**src/rtl/timer_counter_if.sv**
```systemverilog
// CPU data-bus view of the timer: byte-addressed writes with lane enables, combinational read-back.
// The core drives address/data as master; the timer drives rdata and irq as slave.
interface timer_counter_if;
  logic [31:0] addr;
  logic [3:0]  byteen;
  logic [31:0] wdata;
  logic [31:0] rdata;
  logic        irq;

  modport master (output addr, byteen, wdata, input rdata, irq);
  modport slave  (input addr, byteen, wdata, output rdata, irq);
endinterface

```
**src/rtl/timer_counter.sv**
```systemverilog
// Memory-mapped countdown timer: CTRL/PRESET/COUNT words, irq N+3 cycles after enable.
// Reads are combinational, writes take effect on the next edge; the bus is never stalled.
module timer_counter #(
  parameter logic [31:0] BASE = 32'h0000_7F00
) (
  input  logic           clk,
  input  logic           reset,
  timer_counter_if.slave bus
);

  typedef enum logic [1:0] {IDLE, LOAD, CNT, INT} state_t;

  state_t      state;
  logic [3:0]  ctrl;
  logic [31:0] preset;
  logic [31:0] count;
  logic        irq_flag;

  logic       hit;
  logic [1:0] sel;
  logic       wr_ctrl;
  logic       wr_preset;
  logic       en;
  logic       reload;
  logic       int_fire;
  logic       unused_ok;

  assign hit       = (bus.addr[31:4] == BASE[31:4]);
  assign sel       = bus.addr[3:2];
  assign wr_ctrl   = hit && (|bus.byteen) && (sel == 2'd0);
  assign wr_preset = hit && (|bus.byteen) && (sel == 2'd1);
  assign en        = ctrl[0];
  assign reload    = (ctrl[2:1] == 2'b01);
  assign int_fire  = (state == INT) && en;
  assign unused_ok = &{1'b0, bus.addr[1:0]};

  assign bus.irq = irq_flag & ctrl[3];

  always_comb begin
    bus.rdata = 32'd0;
    if (hit) begin
      case (sel)
        2'd0:    bus.rdata = {28'd0, ctrl};
        2'd1:    bus.rdata = preset;
        2'd2:    bus.rdata = count;
        default: bus.rdata = 32'd0;
      endcase
    end
  end

  always_ff @(posedge clk) begin
    if (reset) begin
      state    <= IDLE;
      ctrl     <= 4'd0;
      preset   <= 32'd0;
      count    <= 32'd0;
      irq_flag <= 1'b0;
    end else begin
      for (int i = 0; i < 4; i++) begin
        if (wr_preset && bus.byteen[i])
          preset[8*i +: 8] <= bus.wdata[8*i +: 8];
      end

      // A bus write to CTRL overrides the one-shot hardware clear of en.
      if (wr_ctrl && bus.byteen[0])
        ctrl <= bus.wdata[3:0];
      else if (int_fire && !reload)
        ctrl[0] <= 1'b0;

      // Setting on expiry beats any clear in the same cycle.
      if (int_fire)
        irq_flag <= 1'b1;
      else if (irq_flag && reload)
        irq_flag <= 1'b0;
      else if (wr_ctrl || wr_preset)
        irq_flag <= 1'b0;

      case (state)
        IDLE: if (en) state <= LOAD;
        LOAD: begin
          if (!en) begin
            state <= IDLE;
          end else begin
            count <= preset;
            state <= CNT;
          end
        end
        CNT: begin
          if (!en) begin
            state <= IDLE;
          end else if (count > 32'd1) begin
            count <= count - 32'd1;
          end else begin
            count <= 32'd0;
            state <= INT;
          end
        end
        INT:     state <= (en && reload) ? LOAD : IDLE;
        default: state <= IDLE;
      endcase
    end
  end

endmodule

```
**src/flat_wrapper.sv**
```systemverilog
// flat-port wrapper written by rule: the top's interface ports become plain ports
module timer_counter_flat 
#(
  parameter logic [31:0] BASE = 32'h0000_7F00
)
  (clk, reset, bus_addr, bus_byteen, bus_wdata, bus_rdata, bus_irq);
  timer_counter_if bus_i ();
  input  logic clk;
  input  logic reset;
  input wire logic [$bits(bus_i.addr)-1:0] bus_addr;
  input wire logic [$bits(bus_i.byteen)-1:0] bus_byteen;
  input wire logic [$bits(bus_i.wdata)-1:0] bus_wdata;
  output wire logic [$bits(bus_i.rdata)-1:0] bus_rdata;
  output wire logic [$bits(bus_i.irq)-1:0] bus_irq;
  assign bus_i.addr = bus_addr;
  assign bus_i.byteen = bus_byteen;
  assign bus_i.wdata = bus_wdata;
  assign bus_rdata = bus_i.rdata;
  assign bus_irq = bus_i.irq;
  timer_counter #(.BASE(BASE)) u_core (.clk(clk), .reset(reset), .bus(bus_i));
endmodule
```
**config.mk**
```make
export PLATFORM = sky130hd
export DESIGN_NAME = timer_counter_flat
export DESIGN_NICKNAME = d
export VERILOG_FILES = /design/src/rtl/timer_counter_if.sv /design/src/rtl/timer_counter.sv /design/src/flat_wrapper.sv
export SDC_FILE = /design/constraint.sdc
export NUM_CORES = 1
export LEC_CHECK = 0
export ABC_CLOCK_PERIOD_IN_PS = 2900
export BUFFER_PORTS_ARGS = -buffer_cell sky130_fd_sc_hd__buf_2
export CORE_ASPECT_RATIO = 1.1
export CORE_MARGIN = 4
export CORE_UTILIZATION = 30
export CTS_CLUSTER_SIZE = 8
export DETAILED_ROUTE_END_ITERATION = 10
export GPL_TIMING_DRIVEN = 0
export PLACE_DENSITY = 0.56
export RECOVER_POWER = 50
export SETUP_SLACK_MARGIN = 0.1
export SYNTH_ARGS = -nofsm -noshare
export SYNTH_HDL_FRONTEND = slang
export SYNTH_SLANG_ARGS = --single-unit
```
**constraint.sdc**
```tcl
create_clock -name clk -period 2.9 [get_ports clk]
set_input_delay 0.145 -clock clk [delete_from_list [all_inputs] [get_ports clk]]
set_output_delay 0.145 -clock clk [all_outputs]
set_load 0.02 [all_outputs]
```
==> flow_results.org, run 1 <==
** Place
- Routability-driven placement finished with a final weighted congestion of 0.927.
- During placement, the flow inserted port buffers numbering 98.
- Worst setup timing slack at the placement stage :: -82.2 ps
- Once placement finished, the instance area stood at 0.00536 mm^2.
- Placed cell count :: 870
- The HPWL after detailed placement is 12.9 mm.

** Synth
- Mean instance size in the synthesized netlist :: 8.02 um^2
- The number of nets handed over by synthesis was 653.
- Warning count from the yosys run :: 0
- Distinct cells, synth :: 66
- In this run, synthesis inferred 0 flip-flops with an integrated enable.
- Commonest register cell after synthesis :: dfxtp_1
- By instance count, the leading cell after synthesis is nor2_1.
- Cell count after synthesis :: 576
- Mapped cell area :: 0.00462 mm^2
- Synthesis inferred 71 register bits.
- The synthesized design spends more area on one cell type than any other, namely dfxtp_1.
- Seq/Total Area, Yosys :: 30.8%
- Area share of the largest cell type after synthesis :: 30.8%
- Ys async rst share :: 0%
- Ranked by total cell area, the synthesized netlist is headed by dfxtp_1 (31%), mux2i_1 (8.5%), nor2_1 (7.4%).
- Post-synth top cells :: nor2_1 (91), dfxtp_1 (71), clkbuf_1 (41), mux2i_1 (39), nand2_1 (37)

** Finish
- Count of placed standard cells in the final layout, fillers left out :: 886
- Area growth from synthesis to layout :: 22.7%
- Post-route cell area :: 0.00567 mm^2
- Once layout is complete, the utilization of the core stands at 37.6%.
- For this run, the post-layout net count is 762.
- Antenna Cells :: 0
- Share of layout cells above drive strength 1 :: 19.4%

** Global routing
- The number of global-route vias before repair was 4,930.
- Number of antenna violations at the first check in global routing :: 0
- Global-route total usage across every layer :: 19.1%
- Entering global routing, the biggest net connects 13 pins.
- Global-route wire length before repair :: 27.0 mm
- Leftover overflow at the end of global routing :: 0

** Floorplanning
- Overall die area :: 0.0174 mm^2
- In this run the vertical extent of the chip is 138 um.
- Standard-cell rows :: 47
- The core region is 0.0151 mm^2.
- For this configuration, the core starts out at a cell density of 30.7%.
- From left edge to right edge, the die measures 126 um.
- Top Ports :: 103

** Power
- Leakage component of the power :: 2.04 nW
- The design draws 2.69 mW.
- Dividing total power by cell area gives a power density of 475 mW/mm^2.
- IR analysis of the VDD net gives a maximum drop of 231 uV.

** Detailed routing
- The routed design has 17.4 mm of wire.
- Dividing the detail-routed wire length by the instance count gives 19.6 um.
- Count of unresolved DRC violations after routing :: 0
- The first TritonRoute pass finished after 6 iterations.
- Using the TritonRoute via totals, the vias-per-cell ratio works out to 5.71.
- The first routing iteration left 445 violations.
- Routed via count :: 5,061
- Detail Route Antenna Nets :: 0

** CTS
- Clock latency on the worst-skew pair, taken at its later pin, is 340 ps.
- TritonCTS built the clock tree.
- Buffers inserted during clock tree synthesis total 9.
- The H-tree was split into 3 levels.
- Root buffer selected by CTS :: clkbuf_16
- The clock passes through at most 2 buffers.
- Post CTS Setup Buffer Count :: 0
- After clock tree synthesis, the clock-pin slew on the worst setup and hold paths is 60 ps.
- The tree built by TritonCTS fans out to 71 sinks.

** Flow run
- Across the run, the number of max-cap violations was 2.

** STA
- On the final layout, the worst hold slack is 35.6 ps.
- Measured against its own limit, the worst slew margin works out to -11.2%.
- The number of hold-slack violations in the final timing report is 0.
- Timing would allow up to 0.373 GHz.
- Crit path time final :: 2680 ps
- Total Negative Setup Slacks :: 0 ps
- For the pin with the worst max-slew slack, the measured transition is 1650 ps.
- Setup slack after layout :: 218 ps
- The max-slew violation total from the final report is 18.
- Unrepaired setup endpoints after global routing :: no
- Setup violation total in the final timing report :: 0
- Between clock sinks in the finished design, the worst skew comes to 8.41 ps.
- Final worst path period share :: 92.5%

** Setup path
- The critical path is of the reg -> reg type.
- Endpoint type of the worst setup path :: register
- Required time of the critical path :: 3110 ps
- The number of buffers and inverters on the critical path is 2.
- Along the worst path, the maximum fanout reaches 10.
- Critical-path cell list :: buf_6, nor4_4, nand4b_1, o41a_2, clkbuf_2, a32oi_1, o32ai_1
- STA classifies the critical path startpoint as a register.
- Data arrives at the worst endpoint at 2890 ps.
- Largest stage delay on the critical path :: 610 ps
- Standard cell with the maximum stage delay on the critical path :: o41a_2
- Grouping stages by cell kind, the critical path spends the most delay in compound AO/OA/AOI/OAI gates.

** Outcome
- Violated checks :: capacitance limit, slew limit
- Status :: finished, violations left

** Min path
- The path class of the tightest hold or removal check is in -> reg.
sequential cells by signal, indices dropped and copies added (netlist names):
name / count
u_core.irq_flag: 1
u_core.state: 2
u_core.preset: 32
u_core.count: 32
u_core.ctrl: 4
worst register-to-register path: stages, from the launching register on:
cell and delay [ps]:
dfxtp_1 300, buf_6 130, nor4_4 470, nand4b_1 360, o41a_2 610, clkbuf_2 300
a32oi_1 250, o32ai_1 120
per-layer routing:
layer / vias to the layer above / global-route usage, % / routed length (um)
li1: 2391 / - / -
met1: 2450 / 25.2 / 7740
met2: 196 / 31.8 / 8180
met3: 24 / 3.63 / 1160
met4: 0 / 5.70 / 311
met5: - / 0 / 0
logic make-up (layout without fill, tap and decap cells):
group	after synthesis	after routing	synth area share (%)
adder cells (fa/ha/maj)	7	7	1.90
multiplexers	42	42	9.18
AND/OR/NAND/NOR	258	258	30.9
buffers and inverters	60	174	5.42
flip-flops	71	71	30.8
AO/OA/AOI/OAI	138	138	21.8
worst paths after layout:
| kind | start | end | slack (ps) | cells past startpoint |
|---|---|---|---|---|
| setup / recovery | u_core.count[4]$_SDFFE_PP0P_ | u_core.count[31]$_SDFFE_PP0P_ | 220 | 7 |
| hold / removal | bus_wdata[12] | u_core.preset[12]$_SDFFE_PP0P_ | 40 | 3 |
| setup reg to reg | u_core.count[4]$_SDFFE_PP0P_ | u_core.count[31]$_SDFFE_PP0P_ | 220 | 7 |
| hold reg to reg | u_core.preset[8]$_SDFFE_PP0P_ | u_core.count[8]$_SDFFE_PP0P_ | 510 | 2 |
what timing repair did:
item                       in CTS  in global routing
pin swaps                       0                  0
gates resized for setup         4                 11
hold buffers                    0                  0
setup endpoints to repair      24                 28
hold endpoints to repair        0                  0
cloned                          0                  0
final cells by class:
class	instances	area (um^2)
multi-input combinational	445	2920
fill	1623	9390
timing repair buffer	98	472
clock inverter	6	108
buffer	47	211
clock buffer	10	239
tap	196	245
inverter	13	48.8
sequential	71	1420
placed cells by master (no fill, tap or decap), types with 11 or more instances in the layout:
cell      Yosys  layout
inv_1        12      12
a22oi_1      31      31
dfxtp_1      71      71
mux2i_1      39      39
o21ai_0      11      11
nor4_1       18      18
clkbuf_1     41      49
a21oi_1      21      21
nor2_1       91      91
nor3_1       14      14
nand3_1      23      23
buf_2         2      86
nand2_1      37      37
a31oi_1      19      19
report_power, final:
part	leakage (nW)	total, mW	internal, mW	switching (mW)
clock network	0.168	1.31	0.861	0.447
logic	1.30	0.396	0.130	0.266
registers	0.572	0.988	0.981	0.00710
total	2.04	2.69	1.97	0.720
Note: power is estimated with default switching activity, not from simulation.
==> run 2: changes to the inputs <==
--- a/config.mk
+++ b/config.mk
@@ -6,14 +6,17 @@
 export NUM_CORES = 1
 export LEC_CHECK = 0
 export ABC_CLOCK_PERIOD_IN_PS = 2900
-export BUFFER_PORTS_ARGS = -buffer_cell sky130_fd_sc_hd__buf_2
+export CAP_MARGIN = 20
+export CELL_PAD_IN_SITES_DETAIL_PLACEMENT = 2
+export CELL_PAD_IN_SITES_GLOBAL_PLACEMENT = 2
 export CORE_ASPECT_RATIO = 1.1
 export CORE_MARGIN = 4
 export CORE_UTILIZATION = 30
 export CTS_CLUSTER_SIZE = 8
 export DETAILED_ROUTE_END_ITERATION = 10
+export DONT_BUFFER_PORTS = 1
 export GPL_TIMING_DRIVEN = 0
-export PLACE_DENSITY = 0.56
+export PLACE_DENSITY = 0.74
 export RECOVER_POWER = 50
 export SETUP_SLACK_MARGIN = 0.1
 export SYNTH_ARGS = -nofsm -noshare
==> flow_results.org, run 2 (synthesis results as in run 1) <==
** Finish
- The number of cells in the finished layout apart from fillers came to 820 (was 886).
- The area added between synthesis and finish was 18.1% (was 22.7%).
- Number of nets in the layout :: 698 (was 762)
- Antenna Cells :: 0 (unchanged)
- Leading cell types in the layout, fill and taps excluded: nor2_1 (91), dfxtp_1 (71), mux2i_1 (39) (was nor2_1 (91), buf_2 (86), dfxtp_1 (71)).
- The share of post-route cells with drive strength above 1 was 7.85% (was 19.4%).
- Regs by FF count: u_core.count x32, u_core.preset x32, u_core.ctrl x4 (unchanged).
- The most common cell after layout, fill and taps aside is nor2_1 (unchanged).
- The filler cell count is 1,748 (was 1,623).

** Global routing
- The first-pass GRT wire length was 30.5 mm (was 27.0 mm).
- The pin count of the biggest net entering global routing is 11 (was 13).
- The number of global-route vias before repair was 5,294 (was 4,930).
- The global route total overflow came to 0 (unchanged).
- The initial antenna violation count is 0 (unchanged).
- Global-route total usage across every layer :: 22.2% (was 19.1%)

** STA
- The slew at the pin closest to its max-slew limit was 1700 ps (was 1650 ps).
- The max-slew violation total from the final report came to 18 (unchanged).
- The maximum achievable frequency is 0.380 GHz (was 0.373 GHz).
- Unrepaired setup endpoints after global routing :: no (unchanged)
- Setup slack after layout :: 266 ps (was 218 ps)
- Setup violation total in the final timing report :: 0 (unchanged)
- The clock skew was 5.42 ps (was 8.41 ps).
- Hold violation total from the final report :: 0 (unchanged)
- Max-slew headroom :: -14.5% (was -11.2%)
- The final critical-path share of the clock period was 90.8% (was 92.5%).
- Crit path time final :: 2630 ps (was 2680 ps)

** Place
- The number of placed instances with taps included is 772 (was 870).
- The total half-perimeter wirelength after legalization and detailed placement came to 14.5 mm (was 12.9 mm).
- The placer congestion estimate was 0.858 (was 0.927).
- Worst setup timing slack at the placement stage :: -173 ps (was -82.2 ps)
- The total of buffers placed on input and output ports is 0 (was 98).

** Flow run
- The max-cap check violation count came to 2 (unchanged).

** Setup path
- The capturing element type of the critical path is a register (unchanged).
- Critical-path cell list :: buf_2, nor4_4, nand4b_1, o41a_1, clkbuf_2, a32oi_1, o32ai_1 (was buf_6, nor4_4, nand4b_1, o41a_2, clkbuf_2, a32oi_1, o32ai_1)
- The critical path class is reg -> reg (unchanged).
- Critical path launch point type :: register (unchanged)
- The delay of the slowest cell on the worst path is 570 ps (was 610 ps).
- Data arrival, critical path :: 2840 ps (was 2890 ps)
- The largest delay contributor family on the critical path is compound AO/OA/AOI/OAI gates (unchanged).
- Standard cell with the maximum stage delay on the critical path :: o41a_1 (was o41a_2)
- Buffers and inverters on the worst path :: 2 (unchanged)
- The largest fanout of any net on the critical path is 10 (unchanged).
- The data required time of the worst path came to 3110 ps (about the same).

** Floorplanning
- Top Ports :: 103 (unchanged)
- The site row count is 47 (unchanged).
- Initial standard-cell utilization of the core :: 30.7% (unchanged)
- The die outline area is 0.0174 mm^2 (unchanged).
- The height of the die is 138 um (unchanged).
- Die X-Extent :: 126 um (unchanged)
- The standard cell core area was 0.0151 mm^2 (unchanged).

** Detailed routing
- The number of vias per cell after detailed routing came to 6.02 (was 5.71).
- The routed wirelength normalized by instance count came to 24.0 um (was 19.6 um).
- First-pass iteration count of the detailed router :: 6 (unchanged)
- The total wire length after detailed routing was 19.7 mm (was 17.4 mm).
- Count of unresolved DRC violations after routing :: 0 (unchanged)
- The number of nets still failing antenna checks after routing was 0 (unchanged).
- The number of DRC violations after detailed-routing iteration 0 was 313 (was 445).
- The total vias in the final route was 4,939 (was 5,061).

** Power
- Combinational fraction of design power :: 15.8% (was 14.7%)
- Switching Fraction :: 28.4% (was 26.8%)
- Part of the total power dissipated in the clock network :: 44.3% (was 48.6%)
- The internal power consumption is 1.77 mW (was 1.97 mW).
- The static power due to leakage is 1.77 nW (was 2.04 nW).
- The power density over the cells is 454 mW/mm^2 (was 475 mW/mm^2).
- Switching power :: 705 uW (was 720 uW)
- The power share of the sequential group is 39.9% (was 36.7%).
- The maximum ir drop on the vdd rail was 204 uV (was 231 uV).

** CTS
- TritonCTS clock tree :: yes (unchanged)
- CTS max path bufs :: 2 (unchanged)
- H-tree levels :: 3 (unchanged)
- The clock sink count came to 71 (unchanged).
- The clock tree root driver cell is clkbuf_16 (unchanged).
- The latest clock arrival within the worst-skew pair came to 350 ps (was 340 ps).
- The clock input transition at the sequential cells of the worst setup and hold paths was 60 ps (about the same).
- CTS buffer count :: 9 (unchanged)

** Min path
- The type of the worst min-delay path is in -> reg (unchanged).

** Outcome
- Violated checks: capacitance limit, slew limit (unchanged).
- Status :: finished, violations left (unchanged)
[run 2: area by class of cell]
class,instances,area [um^2],area share (%)
buffer,46,208,3.81
timing repair buffer,35,343,6.29
sequential,71,1420,26.1
tap,196,245,4.50
inverter,13,48.8,0.895
clock buffer,14,284,5.21
multi-input combinational,445,2900,53.2
[run 2: final timing paths]
check        slack (ps)  cells past startpoint                            end                          start
max                 270                      7  u_core.count[31]$_SDFFE_PP0P_   u_core.count[9]$_SDFFE_PP0P_
min                   8                      2    u_core.ctrl[3]$_SDFFE_PP0P_                   bus_wdata[3]
max reg2reg         270                      7  u_core.count[31]$_SDFFE_PP0P_   u_core.count[9]$_SDFFE_PP0P_
min reg2reg         510                      2   u_core.count[6]$_SDFFE_PP0P_  u_core.preset[6]$_SDFFE_PP0P_
[run 2: stage by stage]
| stage | hold slack, ps | instance area (um^2) | TNS [ps] | power (mW) | utilization (%) |
|---|---|---|---|---|---|
| 2_1_floorplan | 285 | 4620 | 0 | 1.24 | - |
| 3_3_place_gp | 291 | 4860 | -78.8 | 1.35 | 32.3 |
| 3_5_place_dp | 306 | 4860 | -958 | 1.36 | 32.3 |
| 4_1_cts | 1.01 | 5490 | 0 | 2.50 | 36.4 |
| 5_1_grt | 36.0 | 5450 | 0 | 2.57 | 36.2 |
| 6_report | 7.87 | 5450 | 0 | 2.48 | 36.2 |
[run 2: worst reg2reg max path, stage by stage, from the launching register on]
cell and delay [ps]:
dfxtp_1 290, buf_2 170, nor4_4 430, nand4b_1 300
o41a_1 570, clkbuf_2 300, a32oi_1 290, o32ai_1 140
[run 2: layer usage]
layer | vias to the layer above | global-route usage (%) | wire length, um
met5 | - | 0 | 0
met4 | 0 | 8.92 | 508
met3 | 36 | 4.71 | 1130
met2 | 159 | 37.5 | 9520
met1 | 2471 | 27.5 | 8490
li1 | 2273 | - | -
[run 2: power groups by stage]
stage	logic [mW]	clock network, mW	registers [mW]
2_1_floorplan	0.232	0	1.01
4_1_cts	0.390	1.13	0.988
3_5_place_dp	0.350	0	1.01
3_3_place_gp	0.340	0	1.01
5_1_grt	0.419	1.16	0.989
6_report	0.392	1.10	0.988
[run 2: timing repair]
item | 4_1_cts | 5_1_grt
setup endpoints to repair | 26 | 24
setup buffers | 0 | 3
pin swaps | 1 | 2
endpoints found under the hold margin | 35 | 0
gates resized for setup | 7 | 3
hold buffers | 32 | 0
==> run 3: changes to the inputs <==
--- a/config.mk
+++ b/config.mk
@@ -16,6 +16,7 @@
 export DETAILED_ROUTE_END_ITERATION = 10
 export DONT_BUFFER_PORTS = 1
 export GPL_TIMING_DRIVEN = 0
+export MAX_ROUTING_LAYER = met4
 export PLACE_DENSITY = 0.74
 export RECOVER_POWER = 50
 export SETUP_SLACK_MARGIN = 0.1
==> flow_results.org, run 3 (synthesis results as in run 1) <==
** Finish
- Leading cell types in the layout, fill and taps excluded :: nor2_1 (91), dfxtp_1 (71), mux2i_1 (39) (unchanged)
- Number of nets in the layout :: 698 (unchanged)
- Area growth from synthesis to layout :: 19.0% (was 18.1%)
- Antenna Cells :: 0 (unchanged)
- Share of layout cells above drive strength 1 :: 8.47% (was 7.85%)
- Commonest non-fill, non-tap cell in the layout :: nor2_1 (unchanged)
- Count of filler cells inserted in the layout :: 1,762 (was 1,748)
- Regs by FF count: u_core.count x32, u_core.preset x32, u_core.ctrl x4 (unchanged).
- Count of placed standard cells in the final layout, fillers left out :: 822 (was 820)
- Post-route cell area :: 0.00550 mm^2 (was 0.00545 mm^2)

** Detailed routing
- The number of nets still failing antenna checks after routing is 0 (unchanged).
- Routed via count :: 4,937 (was 4,939)
- The total wire length after detailed routing was 20.0 mm (was 19.7 mm).
- Number of vias per cell :: 6.01 (was 6.02)
- First-pass iteration count of the detailed router :: 4 (was 6)
- The count of unresolved DRC violations after routing is 0 (unchanged).
- The routed wirelength normalized by instance count is 24.3 um (was 24.0 um).
- The number of DRC violations after detailed-routing iteration 0 was 315 (was 313).

** STA
- Setup Skew :: 8.02 ps (was 5.42 ps)
- Hold violation total from the final report :: 0 (unchanged)
- Unrepaired setup endpoints after global routing :: no (unchanged)
- Setup violation total in the final timing report :: 0 (unchanged)
- The slew at the pin closest to its max-slew limit was 1610 ps (was 1700 ps).
- Setup slack after layout :: 264 ps (was 266 ps)
- The minimum clock period was 2640 ps (was 2630 ps).
- Final Max Slew Viols :: 18 (unchanged)
- Max-slew headroom :: -8.20% (was -14.5%)
- The maximum achievable frequency came to 0.379 GHz (was 0.380 GHz).
- The final critical-path share of the clock period is 90.9% (was 90.8%).

** Setup path
- The critical path depth is 6 (was 7).
- Largest stage delay on the critical path :: 790 ps (was 570 ps)
- Buffers and inverters on the worst path :: 1 (was 2)
- The worst setup slack for register-to-register paths came to 260 ps (was 270 ps).
- Critical path launch point type :: register (unchanged)
- The startpoint of the worst register-to-register path was u_core.count[9]$_SDFFE_PP0P_ (unchanged).
- The data required time of the worst path came to 3140 ps (was 3110 ps).
- Critical-path cell list: buf_2, nor4_4, nand4b_1, o41ai_2, nor2_1, a311o_1 (was buf_2, nor4_4, nand4b_1, o41a_1, clkbuf_2, a32oi_1, o32ai_1).
- Data arrival, critical path :: 2880 ps (was 2840 ps)
- Worst Path Max Fanout :: 8 (was 10)
- The largest delay contributor family on the critical path is compound AO/OA/AOI/OAI gates (unchanged).
- The start point of the critical path was u_core.count[9]$_SDFFE_PP0P_ (unchanged).
- The capturing element type of the critical path is a register (unchanged).
- The critical path class is reg -> reg (unchanged).
- Cell depth of the worst flop-to-flop path :: 6 (was 7)
- Crit path to :: u_core.count[15]$_SDFFE_PP0P_ (was u_core.count[31]$_SDFFE_PP0P_)
- Reg-to-Reg End :: u_core.count[15]$_SDFFE_PP0P_ (was u_core.count[31]$_SDFFE_PP0P_)
- The library cell contributing the largest single delay on the critical path is o41ai_2 (was o41a_1).

** Floorplanning
- Initial standard-cell utilization of the core :: 30.7% (unchanged)
- The top-level port count came to 103 (unchanged).
- Standard-cell rows :: 47 (unchanged)
- The die extent in x came to 126 um (unchanged).
- The die outline area came to 0.0174 mm^2 (unchanged).
- Die Y-Extent :: 138 um (unchanged)
- The standard cell core area is 0.0151 mm^2 (unchanged).

** Place
- The placer congestion estimate came to 0.873 (was 0.858).
- The total half-perimeter wirelength after legalization and detailed placement is 14.5 mm (about the same).
- Placed cell count :: 772 (unchanged)
- Post-detailed-placement cell area :: 0.00486 mm^2 (unchanged)
- Worst setup timing slack at the placement stage :: -194 ps (was -173 ps)
- Quantity of I/O buffers inserted on ports :: 0 (unchanged)

** CTS
- CTS max path bufs :: 2 (unchanged)
- Worst-skew pair later-pin latency :: 350 ps (about the same)
- TritonCTS clock tree :: yes (unchanged)
- The clock tree root driver cell is clkbuf_16 (unchanged).
- The clock sink count came to 71 (unchanged).
- The clock input transition at the sequential cells of the worst setup and hold paths was 60 ps (about the same).
- CTS buffer count :: 9 (unchanged)
- H-tree levels :: 3 (unchanged)

** Power
- The internal power consumption is 1.85 mW (was 1.77 mW).
- The share of total power in the clock network came to 46.1% (was 44.3%).
- Cell area power density :: 468 mW/mm^2 (was 454 mW/mm^2)
- The net switching fraction of the power was 28.2% (was 28.4%).
- Leakage component of the power :: 1.79 nW (was 1.77 nW)
- Seq pwr share :: 38.4% (was 39.9%)
- Switching power :: 726 uW (was 705 uW)
- Combinational fraction of design power :: 15.5% (was 15.8%)
- The maximum ir drop on the vdd rail was 178 uV (was 204 uV).

** Global routing
- The number of global-route vias before repair came to 5,361 (was 5,294).
- The global route total overflow is 0 (unchanged).
- The initial antenna violation count was 0 (unchanged).
- The total routing resource utilization after global routing was 23.1% (was 22.2%).
- Global-route wire length before repair :: 30.9 mm (was 30.5 mm)
- The pin count of the biggest net entering global routing is 12 (was 11).

** Flow run
- The max-cap check violation count is 2 (unchanged).

** Outcome
- Status :: finished, violations left (unchanged)
- Violated checks: capacitance limit, slew limit (unchanged).

** Min path
- Class of the tightest hold or removal check :: in -> reg (unchanged)
-- run 3: cell count changes in the layout (fill, tap and decap cells not counted), sizes merged --
cell	before	now
clkbuf	55	54
clkinv	1	3
bufinv	0	1
-- run 3: worst register-to-register path, delay by kind of cell (launching register included) --
kind / cells / cell delay (ps)
compound gates: 2 / 1130
simple gates: 3 / 930
flops: 1 / 300
buf+inv: 1 / 180
-- run 3: layer usage --
metal | global-route usage [%] | share of wire (%) | vias to the layer above
li1 | - | - | 2270
met1 | 28.0 | 44 | 2491
met2 | 39.0 | 49 | 144
met3 | 4.21 | 4.6 | 32
met4 | 6.83 | 2.3 | 0
met5 | - | 0 | -
-- run 3: how the worst min path moves through the flow --
| stage | from | end | slack (ps) | cells after the start |
|---|---|---|---|---|
| after floorplan | bus_wdata[0] | u_core.ctrl[0]$_SDFFE_PP0P_ | 290 | 2 |
| after global placement | bus_wdata[0] | u_core.ctrl[0]$_SDFFE_PP0P_ | 290 | 2 |
| after detailed placement | bus_wdata[28] | u_core.preset[28]$_SDFFE_PP0P_ | 300 | 2 |
| after CTS | reset | u_core.count[30]$_SDFFE_PP0P_ | 80 | 3 |
| after global routing | reset | u_core.count[30]$_SDFFE_PP0P_ | 110 | 3 |
| final | reset | u_core.count[30]$_SDFFE_PP0P_ | 100 | 3 |
-- run 3: layout make-up --
class	instances	area, um^2	share of cell area (%)
clock inverters	3	40.0	0.728
repair buffers	34	335	6.10
inverters	13	48.8	0.887
clock buffers	13	270	4.91
plain buffers	47	213	3.87
flip-flops and latches	71	1420	25.8
well taps	196	245	4.46
multi-input cells	445	2930	53.2
-- run 3: per-stage QoR --
step | setup TNS [ps] | hold slack, ps | util, % | total power [mW]
floorplan | 0 | 285 | - | 1.24
global placement | -163 | 292 | 32.3 | 1.35
detailed placement | -1510 | 304 | 32.3 | 1.36
CTS | 0 | 81.5 | 36.7 | 2.58
global route | 0 | 115 | 36.5 | 2.66
finish | 0 | 103 | 36.5 | 2.57
-- run 3: repair_timing --
item                       4_1_cts  5_1_grt
hold endpoints to repair        36        0
pin swaps                        1        1
setup endpoints to repair       26       28
gates cloned                     0        0
hold buffers                    32        0
gates resized for setup          7        7
buffers inserted                 2        0
-- run 3: power groups by stage --
stage	Sequential, mW	Clock [mW]	Combinational, mW
3_3_place_gp	1.01	0	0.341
3_5_place_dp	1.01	0	0.352
6_report	0.988	1.19	0.399
5_1_grt	0.988	1.25	0.425
4_1_cts	0.988	1.20	0.393
2_1_floorplan	1.01	0	0.232
